===== config.mk =====
export PLATFORM = sky130hd
export DESIGN_NAME = i2s_rx_data_ctrl
export DESIGN_NICKNAME = d
export VERILOG_FILES = /design/src/rtl/i2s_pkg.sv /design/src/rtl/i2s_rx_data_ctrl.sv
export SDC_FILE = /design/constraint.sdc
export NUM_CORES = 1
export LEC_CHECK = 0
export ABC_AREA = 1
export CAP_MARGIN = 10
export CORE_MARGIN = 2
export CORE_UTILIZATION = 25
export CTS_CLUSTER_DIAMETER = 30
export DETAILED_ROUTE_END_ITERATION = 12
export SYNTH_ARGS = -nofsm -noshare
export SYNTH_HDL_FRONTEND = slang
export SYNTH_SLANG_ARGS = --single-unit

===== constraint.sdc =====
create_clock -name clk -period 1.7 [get_ports clk]
set_input_delay 0.425 -clock clk [delete_from_list [all_inputs] [get_ports clk]]
set_output_delay 0.425 -clock clk [all_outputs]
set_load 0.03 [all_outputs]

===== src/rtl/i2s_pkg.sv =====
// Shared I2S constants: data-controller FSM encodings and the BYTE_SIZE config field.
package i2s_pkg;

   typedef enum logic [2:0] {
      ST_IDLE  = 3'd0,
      ST_FETCH = 3'd1,
      ST_WAIT  = 3'd2,
      ST_LOAD  = 3'd3,
      ST_SEND  = 3'd4
   } state_e;

   localparam int unsigned BYTE_SIZE_LSB     = 8;
   localparam int unsigned BYTE_SIZE_MSB     = 11;
   localparam int unsigned BYTE_SIZE_W       = BYTE_SIZE_MSB - BYTE_SIZE_LSB + 1;
   localparam int unsigned BYTE_SIZE_DEFAULT = 4;
   localparam int unsigned NBYTES_W          = 3;

   // Out-of-range byte counts (0 or above 4) fall back to a full 4-byte sample.
   function automatic logic [NBYTES_W-1:0] byte_size_sanitize(input logic [BYTE_SIZE_W-1:0] field);
      if (field == '0 || field > BYTE_SIZE_W'(BYTE_SIZE_DEFAULT))
         return NBYTES_W'(BYTE_SIZE_DEFAULT);
      return NBYTES_W'(field);
   endfunction

endpackage


===== src/rtl/i2s_rx_data_ctrl.sv =====
// I2S receive data controller: pops 32-bit samples and writes their top 1-4 bytes,
// MSB first, into the host PHY read FIFO.
module i2s_rx_data_ctrl
   import i2s_pkg::*;
#(
   parameter int unsigned DATA_WIDTH        = 32,
   parameter int unsigned CONFIG_DATA_WIDTH = 40,
   parameter int unsigned PHY_FIFO_WIDTH    = 8
) (
   input  logic                         clk,
   input  logic                         reset,
   input  logic [CONFIG_DATA_WIDTH-1:0] config_data,
   input  logic                         config_write,
   input  logic                         s_empty,
   output logic                         s_read_en,
   input  logic [DATA_WIDTH-1:0]        s_read_data,
   input  logic                         f_full,
   output logic                         fifo_write_en,
   output logic [PHY_FIFO_WIDTH-1:0]    fifo_write_data,
   output logic                         busy
);

   state_e                      state, state_nxt;
   logic [BYTE_SIZE_W-1:0]      cfg_field_q;
   logic                        cfg_pend_q;
   logic [NBYTES_W-1:0]         byte_size_q;
   logic [NBYTES_W-1:0]         nbytes_q, nbytes_nxt;
   logic [NBYTES_W-1:0]         idx_q, idx_nxt;
   logic [DATA_WIDTH-1:0]       shreg_q, shreg_nxt;
   logic                        s_read_en_nxt, wr_en_nxt, busy_nxt;
   logic [PHY_FIFO_WIDTH-1:0]   wr_data_nxt;
   logic                        cfg_unused;

   assign cfg_unused = ^{config_data[CONFIG_DATA_WIDTH-1:BYTE_SIZE_MSB+1],
                         config_data[BYTE_SIZE_LSB-1:0]};

   // Next state, serialiser and registered-output inputs.
   always_comb begin
      state_nxt   = state;
      shreg_nxt   = shreg_q;
      nbytes_nxt  = nbytes_q;
      idx_nxt     = idx_q;
      wr_en_nxt   = 1'b0;
      wr_data_nxt = fifo_write_data;
      case (state)
         ST_IDLE:  if (!s_empty) state_nxt = ST_FETCH;
         ST_FETCH: state_nxt = ST_WAIT;
         ST_WAIT:  state_nxt = ST_LOAD;
         ST_LOAD: begin
            shreg_nxt  = s_read_data;
            nbytes_nxt = byte_size_q;
            idx_nxt    = '0;
            state_nxt  = ST_SEND;
         end
         ST_SEND: begin
            if (!f_full) begin
               wr_en_nxt   = 1'b1;
               wr_data_nxt = shreg_q[DATA_WIDTH-1 -: PHY_FIFO_WIDTH];
               shreg_nxt   = shreg_q << PHY_FIFO_WIDTH;
               idx_nxt     = idx_q + NBYTES_W'(1);
               if (idx_q == nbytes_q - NBYTES_W'(1)) state_nxt = ST_IDLE;
            end
         end
         default: state_nxt = ST_IDLE;
      endcase
      s_read_en_nxt = (state_nxt == ST_FETCH);
      busy_nxt      = (state_nxt != ST_IDLE);
   end

   // Config is staged one cycle, so a strobe coincident with LOAD is not yet visible.
   always_ff @(posedge clk) begin
      if (reset) begin
         state           <= ST_IDLE;
         cfg_field_q     <= '0;
         cfg_pend_q      <= 1'b0;
         byte_size_q     <= NBYTES_W'(BYTE_SIZE_DEFAULT);
         nbytes_q        <= '0;
         idx_q           <= '0;
         shreg_q         <= '0;
         s_read_en       <= 1'b0;
         fifo_write_en   <= 1'b0;
         fifo_write_data <= '0;
         busy            <= 1'b0;
      end else begin
         state           <= state_nxt;
         cfg_pend_q      <= config_write;
         if (config_write) cfg_field_q <= config_data[BYTE_SIZE_MSB:BYTE_SIZE_LSB];
         if (cfg_pend_q)   byte_size_q <= byte_size_sanitize(cfg_field_q);
         nbytes_q        <= nbytes_nxt;
         idx_q           <= idx_nxt;
         shreg_q         <= shreg_nxt;
         s_read_en       <= s_read_en_nxt;
         fifo_write_en   <= wr_en_nxt;
         fifo_write_data <= wr_data_nxt;
         busy            <= busy_nxt;
      end
   end

endmodule


* Word-level counts from Yosys, hierarchy flattened *
Cells that the tools add are included.

storage, ports and cells
  output and inout port bits = 11
  flip-flop bits (word level) = 60
  logic and storage cells = 45
  input port bits = 77

cells by class
  equality and inequality tests = 7
  $lt $le $gt $ge = 1
  bitwise logic cells = 2
  add/sub/neg operators = 2
  reductions and logical operators = 8
  multiplexer cells = 14

operators by type and width
  operator             count
  $pmux 32 s2          1
  $mux 32              1
  $mux 3               6
  $pmux 3 s5           1
  $eq 3x1->1 const B   2
  $eq 3x2->1 const B   2
  $pmux 3 s2           1
  $gt 4x3->1 const B   1
  $logic_not 4->1      1
  $mux 1               4
  $reduce_and 2->1     2
  $add 3x1->3 const B  1
  $eq 3x3->1           1
  $eq 3x3->1 const B   1
  $logic_not 3->1      1
  $reduce_bool 3->1    1
  $sub 3x1->3 const B  1
  $ne 2x2->1 const B   1
  $not 1->1            2
  $reduce_bool 2->1    1
  $reduce_or 2->1      1
  $logic_or 1x1->1     1

* Logic depth before layout (Yosys ltp) *
  depth after elaboration = 6
  gate-level depth with buffers = 11
  mapped depth without buffers = 11

* Least setup slack after synthesis *
No wires, ideal clock.

  path type = register -> register
  start = reg nbytes_q[0]
  end = reg busy
  setup slack = 0.422 ns
  stages on the path, launching flop included = 11
  setup time = 0.114 ns
  arrival time = 1.164 ns
  data required time = 1.586 ns
  path through = dfxtp_1 inv_1 ha_1 nand2_1 nand2_1 nor2_1 nand2_1 o21bai_1 nand2_1 nand2_1 nand2_1

between the ends
  cells in the longest elaborated chain, start to end = 6

RTL lines
  what                    line                    source
  start, declared         i2s_rx_data_ctrl.sv:27  logic [NBYTES_W-1:0] nbytes_q, nbytes_nxt;
  start signal, assigned  i2s_rx_data_ctrl.sv:89  nbytes_q <= nbytes_nxt;
  $sub 3x1->3             i2s_rx_data_ctrl.sv:61  if (idx_q == nbytes_q - NBYTES_W'(1)) state_nxt = ST_IDLE;
  $eq 3x3->1              i2s_rx_data_ctrl.sv:61
  $mux 3                  i2s_rx_data_ctrl.sv:61
  $mux 3                  i2s_rx_data_ctrl.sv:56  if (!f_full) begin
  $pmux 3 s5              i2s_rx_data_ctrl.sv:45  case (state)
  $reduce_bool 3->1       i2s_rx_data_ctrl.sv:67  busy_nxt = (state_nxt != ST_IDLE);
  end signal, assigned    i2s_rx_data_ctrl.sv:95  busy <= busy_nxt;
  end, declared           i2s_rx_data_ctrl.sv:20  output logic busy

Every way passes these cells.
A chain may end at the register's enable or synchronous reset.

* Worst setup path after layout *
  start = reg fifo_write_data[7]
  end = out fifo_write_data[7]

RTL lines
  what                    line                    source
  start, declared         i2s_rx_data_ctrl.sv:19  output logic [PHY_FIFO_WIDTH-1:0] fifo_write_data,
  start signal, assigned  i2s_rx_data_ctrl.sv:94  fifo_write_data <= wr_data_nxt;

No word-level cell between the ends.

==> run metrics <==
leakage around 1.4 nW; I/O pin total 88; Post-synth EDFFs 0; crit end category output pin; Setup TNS 0 ps; sequential power share 0.421; met2 WL post-DR about 2.7 mm; GPL Wtd Cong a little over 0.7; H-tree depth 3; syn nets around 430; vias in the first global route between 2000 and 2500; delay-heaviest family, CP buffers and inverters; post-DP HPWL ~4.3 mm; Sw Ratio 0.217; total core area about 0.01 mm^2; Crit-path slowest cell dlygate4sd2_1; DRC viols 0; pin count of the biggest net entering global routing 58; WL/cell ~11 um; Final ANT Viol Nets 0; RSZ-0062 raised after global routing no; number of fill cells in the layout between 1000 and 1500; Worst Hold Class register to register; drt total wl between 5 and 6 mm; Top FF cell, synth dfxtp_1; Avg Inst Size Synth about 7.4 um^2; die area ~0.011 mm^2; PwrDens between 1000 and 1500 mW/mm^2; met3 WL about 200 um; min Tclk post-route roughly 1500 ps; nets@finish 481; Clock Tree Buf Depth 2; CP max FO 2; largest cells by area after synthesis dfxtp_1 47%, nand2_1 9.9%, o21ai_0 7.1%, a21oi_1 6.9%, inv_1 5.8%; crit path DAT around 1100 ps; CP Buf/Inv Count 1; Reg clk slew, reported paths around 70 ps; synthesized cell area approximately 0.0025 mm^2; slowest cell delay on critical path roughly 400 ps; Slew headroom 0.771; post-synthesis sequential area ratio 0.472; Final Non-Filler Cells 540; Final Hold Viols 0; ys async rst share 0; initial cell density of the core 0.259; Yosys top cell area share 0.472; clk sinks 60; grt ovf 0; n_diodes 0; Core Util, Final 0.357; drt via density roughly 4.2; CP cell instances dlygate4sd2_1; layout cells sized above 1 0.118; first-pass GRT wire length 9.63 mm; Max-Cap Viols 0; router iterations before antenna repair 4; Synth area leader dfxtp_1; skew final roughly 7 ps; f_max about 660 MHz; # setup viols final 0; DR top layer met4; area delta synth->final 37.7%; Clock Power Share 0.472; Ys Warns 0; Port Buf Inserts 51; Net Sw Power between 0.7 and 0.8 mW; count of cell types in the netlist 22; synthesis-stage register bit count 60; Clock Root Buffer clkbuf_8; final worst-path cycle share 0.893; CTS tree built; Required @ worst endpoint 1270 ps; Worst-Margin Slew 345 ps; Slew Viols, Final 0; Num CTS Buffers 9; critical path type register to output pin; Cell Int Power about 2.8 mW; Initial DRC Count about 80; Setup crit start kind register; M1 wire length 2.89 mm; placed cell count 524; GRT Overall Usage 0.109; Logic pwr share 0.107; Peak VDD IR about 420 uV; DR vias 2292; status completed; FF-to-FF setup slack about 300 ps; worst hold margin roughly 450 ps; Die Wd ~100 um; Die H approximately 100 um; antenna violations before repair 0; Rows 36; Gate Count Post-Synth about 350; Worst-Skew Late Latency 340 ps
[worst paths after layout]
check / endpoint / startpoint / cells after the start
min: shreg_q[10]$_SDFFE_PP0P_ / shreg_q[10]$_SDFFE_PP0P_ / 2
min reg2reg: shreg_q[10]$_SDFFE_PP0P_ / shreg_q[10]$_SDFFE_PP0P_ / 2
max: fifo_write_data[7] / fifo_write_data[7]$_SDFFE_PP0P_ / 1
max reg2reg: busy$_SDFF_PP0_ / nbytes_q[0]$_SDFFE_PP0P_ / 10
[cell families (layout without fill, tap and decap cells)]
group           Yosys count  count (layout)  share of synthesized area
compound gates          107             107                      0.227
fa+ha+maj                 2               2                    0.00983
buf+inv                  63             124                      0.107
flops                    60              60                      0.472
simple gates            114             114                      0.184
[area by class of cell]
| cell class | count | area (um^2) | area share |
|---|---|---|---|
| flip-flops and latches | 60 | 1200 | 0.343 |
| multi-input cells | 223 | 1070 | 0.306 |
| repair buffers | 64 | 632 | 0.180 |
| clock buffers | 13 | 179 | 0.0511 |
| well taps | 133 | 166 | 0.0475 |
| inverters | 44 | 165 | 0.0471 |
| clock inverters | 3 | 90.1 | 0.0257 |
[registers in the layout (all words and copies together) (netlist names)]
signal / flops
fifo_write_data: 8
byte_size_q: 3
cfg_field_q: 4
state: 3
nbytes_q: 3
shreg_q: 32
busy: 1
s_read_en: 1
fifo_write_en: 1
cfg_pend_q: 1
idx_q: 3
[cells in the final DEF (no fill, tap or decap)]
master,Yosys,routed
a21oi_1,35,35
nor2_1,27,27
ha_1,2,2
nand2_2,1,1
clkbuf_8,0,13
nor3_1,1,1
or2_2,1,1
nand3_2,2,2
buf_12,0,3
dfxtp_1,60,60
buf_4,3,10
o211ai_1,1,1
inv_2,5,5
clkdlybuf4s50_1,0,40
nand4_1,2,2
bufinv_16,0,3
nand3_1,13,13
o21bai_1,1,1
nand2_1,67,67
inv_1,39,39
o21ai_0,36,36
o21ai_1,24,24
dlygate4sd2_1,0,11
a21oi_2,10,10
[metal layers]
| metal | global-route usage | vias up |
|---|---|---|
| met2 | 0.179 | 33 |
| met4 | 0.0514 | 0 |
| met1 | 0.135 | 1020 |
| met5 | 0 | - |
| met3 | 0.0268 | 9 |
| li1 | - | 1230 |
[power groups by stage]
stage | Clock [mW] | Combinational [mW] | Sequential (mW)
floorplan | 0 | 0.205 | 1.54
global placement | 0 | 0.383 | 1.53
detailed placement | 0 | 0.387 | 1.53
CTS | 1.72 | 0.385 | 1.50
global route | 1.77 | 0.425 | 1.51
finish | 1.68 | 0.380 | 1.50
[synthesized netlist by cell type, types with 3 or more instances]
library cell	instances
inv_1	39
o21ai_1	24
o21ai_0	36
buf_4	3
a21oi_1	35
inv_2	5
buf_2	8
clkbuf_1	6
nand2_1	67
a21oi_2	10
nand3_1	13
nor2_1	27
dfxtp_1	60
[stage by stage]
stage          worst slack [ps]  total power [mW]  cell area (um^2)
5_1_grt                     137              3.70              3500
3_3_place_gp               -108              1.91              3250
4_1_cts                     151              3.61              3500
2_1_floorplan               422              1.74              2540
6_report                    182              3.56              3500
3_5_place_dp               -112              1.92              3250
[repair_timing]
item                                    CTS  global route
buffers inserted                          0             0
hold buffers                              0             0
gates resized for setup                  11             0
endpoints found under the setup margin   11             0
(Power assumes the default switching activity.)
